File: src/rtl/instr_fetch_unit.sv
// Multicycle instruction fetch front-end: holds the PC, issues one request at a time to
// instruction memory and hands each fetched word to decode over a valid/ready handshake.
// Taken-branch redirects retarget the PC and discard any fetch already in flight.
// Optional feature macro: FETCH_MISALIGN_TRAP_EN (misaligned redirect target halts fetch).
module instr_fetch_unit #(
    parameter int unsigned     XLEN     = 32,
    parameter logic [XLEN-1:0] RESET_PC = '0
) (
    input  logic            clk,
    input  logic            rst_n,
    output logic            imem_req_valid,
    input  logic            imem_req_ready,
    output logic [XLEN-1:0] imem_addr,
    input  logic            imem_rsp_valid,
    input  logic [XLEN-1:0] imem_rsp_data,
    output logic            inst_valid,
    input  logic            inst_ready,
    output logic [XLEN-1:0] inst,
    output logic [XLEN-1:0] inst_pc,
    output logic [6:0]      opcode,
    input  logic            redirect,
    input  logic [XLEN-1:0] redirect_pc,
    output logic            misalign_err
);

    typedef enum logic [2:0] {StIdle, StReq, StWait, StHold, StHalt} state_e;

    localparam logic [XLEN-1:0] Nop = XLEN'(32'h0000_0013);

    state_e          state_q, state_d;
    logic [XLEN-1:0] pc_q, pc_d;
    logic [XLEN-1:0] inst_q, inst_d;
    logic [XLEN-1:0] inst_pc_q, inst_pc_d;
    logic            drop_q, drop_d;
    logic            err_q, err_d;
    logic [XLEN-1:0] target;
    logic            misaligned;

`ifdef FETCH_MISALIGN_TRAP_EN
    assign target     = redirect_pc;
    assign misaligned = redirect & (redirect_pc[1:0] != 2'b00);
`else
    // Without the trap the low bits are simply ignored.
    assign target     = redirect_pc & ~XLEN'(3);
    assign misaligned = 1'b0;
`endif

    // State and datapath registers.
    always_ff @(posedge clk or negedge rst_n) begin
        if (!rst_n) begin
            state_q   <= StIdle;
            pc_q      <= RESET_PC;
            inst_q    <= Nop;
            inst_pc_q <= RESET_PC;
            drop_q    <= 1'b0;
            err_q     <= 1'b0;
        end else begin
            state_q   <= state_d;
            pc_q      <= pc_d;
            inst_q    <= inst_d;
            inst_pc_q <= inst_pc_d;
            drop_q    <= drop_d;
            err_q     <= err_d;
        end
    end

    // Next-state logic; a redirect takes priority over every other event in its cycle.
    always_comb begin
        state_d   = state_q;
        pc_d      = pc_q;
        inst_d    = inst_q;
        inst_pc_d = inst_pc_q;
        drop_d    = drop_q;
        err_d     = err_q;
        if (state_q != StHalt && misaligned) begin
            // Offending target is still loaded so imem_addr exposes it.
            pc_d    = target;
            err_d   = 1'b1;
            drop_d  = 1'b0;
            state_d = StHalt;
        end else begin
            unique case (state_q)
                StIdle: begin
                    if (redirect) pc_d = target;
                    state_d = StReq;
                end
                StReq: begin
                    if (redirect) begin
                        pc_d = target;
                        if (imem_req_ready) begin
                            // Request went out with the old PC; its response is stale.
                            drop_d  = 1'b1;
                            state_d = StWait;
                        end
                    end else if (imem_req_ready) begin
                        state_d = StWait;
                    end
                end
                StWait: begin
                    if (redirect) begin
                        pc_d = target;
                        if (imem_rsp_valid) begin
                            drop_d  = 1'b0;
                            state_d = StReq;
                        end else begin
                            drop_d = 1'b1;
                        end
                    end else if (imem_rsp_valid) begin
                        if (drop_q) begin
                            drop_d  = 1'b0;
                            state_d = StReq;
                        end else begin
                            inst_d    = imem_rsp_data;
                            inst_pc_d = pc_q;
                            pc_d      = pc_q + XLEN'(4);
                            state_d   = StHold;
                        end
                    end
                end
                StHold: begin
                    if (redirect) begin
                        pc_d    = target;
                        state_d = StReq;
                    end else if (inst_ready) begin
                        state_d = StReq;
                    end
                end
                StHalt: begin
                    state_d = StHalt;
                end
                default: begin
                    state_d = StIdle;
                end
            endcase
        end
    end

    // Outputs come from registers or the state decode only.
    always_comb begin
        imem_req_valid = (state_q == StReq);
        inst_valid     = (state_q == StHold);
        imem_addr      = pc_q;
        inst           = inst_q;
        inst_pc        = inst_pc_q;
        opcode         = inst_q[6:0];
        misalign_err   = err_q;
    end

endmodule

File: config.mk
export PLATFORM = sky130hd
export DESIGN_NAME = instr_fetch_unit
export DESIGN_NICKNAME = d
export VERILOG_FILES = /design/src/rtl/instr_fetch_unit.sv
export SDC_FILE = /design/constraint.sdc
export NUM_CORES = 1
export LEC_CHECK = 0
export CELL_PAD_IN_SITES_DETAIL_PLACEMENT = 0
export CELL_PAD_IN_SITES_GLOBAL_PLACEMENT = 2
export CORE_ASPECT_RATIO = 0.8
export CORE_MARGIN = 1.5
export CORE_UTILIZATION = 27
export CTS_CLUSTER_DIAMETER = 200
export DETAILED_ROUTE_END_ITERATION = 8
export PLACE_DENSITY_LB_ADDON = 0.15
export SLEW_MARGIN = 20
export SYNTH_ARGS = -nofsm -noshare
export SYNTH_HDL_FRONTEND = slang
export SYNTH_SLANG_ARGS = --single-unit
File: constraint.sdc
create_clock -name clk -period 5.3 [get_ports clk]
set_input_delay 0.53 -clock clk [delete_from_list [all_inputs] [get_ports clk]]
set_output_delay 0.53 -clock clk [all_outputs]
set_load 0.01 [all_outputs]
==> results.json <==
{
  "dr.pass1.iters": 5,
  "syn_inst": 539,
  "die-area_sq_um": 18400,
  "crit_slowest_cell": "dfrtp_1",
  "cts.path.max_buffers": 2,
  "leakage_nw": 2.93,
  "synth_edf_count": 0,
  "syn_area_sq_um": 4750,
  "fin_worst_skew_ps": 7.59,
  "synthAdderAreaFrac": 0.00264,
  "irDropWorstVdd_v": 0.000180,
  "synth-compound-area-share": 0.146,
  "yosys-top-cells-count": "nand2_1 (193), dfrtp_1 (93), buf_2 (20)",
  "yosysTopAreaCellShare": 0.490,
  "drt_iter0_markers": 271,
  "dpl.hpwl_microns": 11000,
  "rsz0062_at_grt": "false",
  "synthMuxAreaShare": 0.0150,
  "path_class": "reg2out",
  "fin_area_sq_um": 6860,
  "maxSlewHeadroom": 0.301,
  "maxCapViolations": 0,
  "fin_crit_sh": 0.611,
  "finalHoldViolCount": 0,
  "clock_latency_ps": 350,
  "rows": 43,
  "post_cts_buffers": 0,
  "grt_pass1_vias": 4285,
  "fin_ws_ps": 2060,
  "initial_core_util": 0.275,
  "critPathRequiredTime_ps": 4770,
  "drive_gt1_frac": 0.0512,
  "synthXorXnorAreaFrac": 0,
  "reg2reg_to": "imem_addr[5]$_DFFE_PN0P_",
  "port-buffer-count": 168,
  "ys_warn_count": 0,
  "cts_tree": "yes",
  "drc": 0,
  "placed_area_sq_um": 6510,
  "fmax_mhz": 309,
  "synth_top_family_by_area": "simple AND/OR/NAND/NOR gates",
  "crit_path_start_kind": "register",
  "grt-ovfl-total": 0,
  "cts_root_buffer": "clkbuf_16",
  "die_h_microns": 122,
  "yosys_register_bits": 96,
  "r2r_cells": 5,
  "min_period_ps": 3240,
  "max_stage_delay_ps": 790,
  "core-area_sq_um": 17300,
  "arrival_ps": 2710,
  "synth-simple-area-share": 0.269,
  "cp.buffers_inverters": 2,
  "yosysTopAreaCell": "dfrtp_1",
  "critPathMaxFanout": 17,
  "cts.sinks": 96,
  "cts_hold_buf": 0,
  "area_growth_pct": 44.5,
  "wire_per_inst_microns": 17.6,
  "io_pins": 176,
  "setup-tns-final_ps": 0,
  "cts_resized": 0,
  "dr_total_vias": 4477,
  "clkSlewWorstSetupHoldPaths_ps": 70,
  "num_antenna_cells": 0,
  "synth_ff_type": "dfrtp_1",
  "finalSetupViolations": 0,
  "ys_seq_area_frac": 0.507,
  "worst_slew_pin_slew_ps": 1050,
  "rr_startpoint": "state_q[2]$_DFFE_PN0P_",
  "cp_cell_sequence": "clkinv_1, and3_1, clkdlybuf4s50_1",
  "slew_violations": 0,
  "hp-class": "in2async",
  "antenna_found_initial": 0,
  "cts_max_level": 3,
  "post-synth-top-count-cell": "nand2_1",
  "ys_async_sr_fraction": 1.00,
  "grt_pass1_wl_microns": 25000,
  "die_w_microns": 151,
  "place_worst_setup_slack_ps": 2000,
  "synthTopCellsByArea": "dfrtp_1 (49%), nand2_1 (15%), o211ai_1 (2.2%), buf_2 (2.1%), buf_4 (2.1%)",
  "track_usage": 0.180,
  "yosysUniqueCellTypes": 54,
  "gp_congestion": 0.807,
  "worstSetupEndpointType": "output pin",
  "antenna_left": 0,
  "status": "finished, final reports clean",
  "viasPerCell": 4.93,
  "wl_microns": 16000,
  "syn_avg_cell_area_sq_um": 8.81,
  "rrSetupSlack_ps": 2500,
  "grt_max_degree": 57,
  "crit_family": "buffers and inverters",
  "power_density_nw_per_um2": 406,
  "finalNetCount": 749,
  "cts_buffers": 9,
  "fillCellCount": 1718
}
-- power breakdown --
part	internal [mW]	switching [mW]
sequential	0.929	0.184
clock	0.427	0.294
combinational	0.530	0.423
total	1.89	0.901
-- placed cells by master, fill, tap and decap left out, drive strengths merged, types with 4 or more instances in the layout --
cell and count:
nand2 193, o32ai 4, nor2 7, and2 5, o21ai 15, dfrtp 93, and3 9, and4 5
nor3 11, buf 8, clkbuf 11, o22ai 6, inv 4, nor4 6, nand4 13, conb 5
nand3 11, a211oi 4, a21oi 11, a31oi 4, a2bb2oi 8, o211ai 14, a32oi 7, or3 9
clkdlybuf4s50 167, a311oi 5, mux2i 6
-- state kept, by name, summed over array words and instances (netlist names) --
register,flops
drop_q,1
imem_addr,30
inst,32
inst_pc,30
state_q,3
-- cells by family (layout without fill, tap and decap cells) --
logic type	count (synthesis)	in the layout
flops	96	96
mux	7	7
buf+inv	56	196
simple gates	282	282
compound gates	96	96
other cells	1	5
fa+ha+maj	1	1
-- per-layer routing --
metal | wire length [microns] | track usage | share of wire
met5 | 0 | 0 | 0
met4 | 114 | 0.0328 | 0.0071
met3 | 1170 | 0.0517 | 0.073
met2 | 7270 | 0.274 | 0.45
met1 | 7450 | 0.255 | 0.47
-- area by class of cell --
cell class                      instances  area (sq um)  area share
Tap cell                              225           282      0.0411
Timing Repair Buffer                  175          1740       0.254
Sequential cell                        96          2410       0.351
Inverter                                5          18.8     0.00274
Multi-Input combinational cell        391          2080       0.304
Clock inverter                          5          81.3      0.0119
Clock buffer                           11           243      0.0354
-- how the worst max path moves through the flow --
stage	slack, ps	depth (start not counted)	start	to
after floorplan	3440	7	redirect	imem_addr[30]$_DFFE_PN0P_
after global placement	2070	6	redirect	inst[21]$_DFFE_PN0P_
after detailed placement	2000	6	redirect	inst[23]$_DFFE_PN0P_
after CTS	2060	3	state_q[2]$_DFFE_PN0P_	inst_valid
after global routing	1900	3	state_q[2]$_DFFE_PN0P_	inst_valid
final	2060	3	state_q[2]$_DFFE_PN0P_	inst_valid
-- metrics by stage --
stage	util	cells	total power [mW]	hold WS (ps)
after detailed placement	0.377	891	2.09	462
after global placement	0.377	891	2.07	456
after floorplan	-	543	1.51	234
after CTS	0.396	907	2.83	261
after global routing	0.397	908	2.97	282
final	0.397	908	2.79	230
Note: power is estimated with default switching activity, not from simulation.
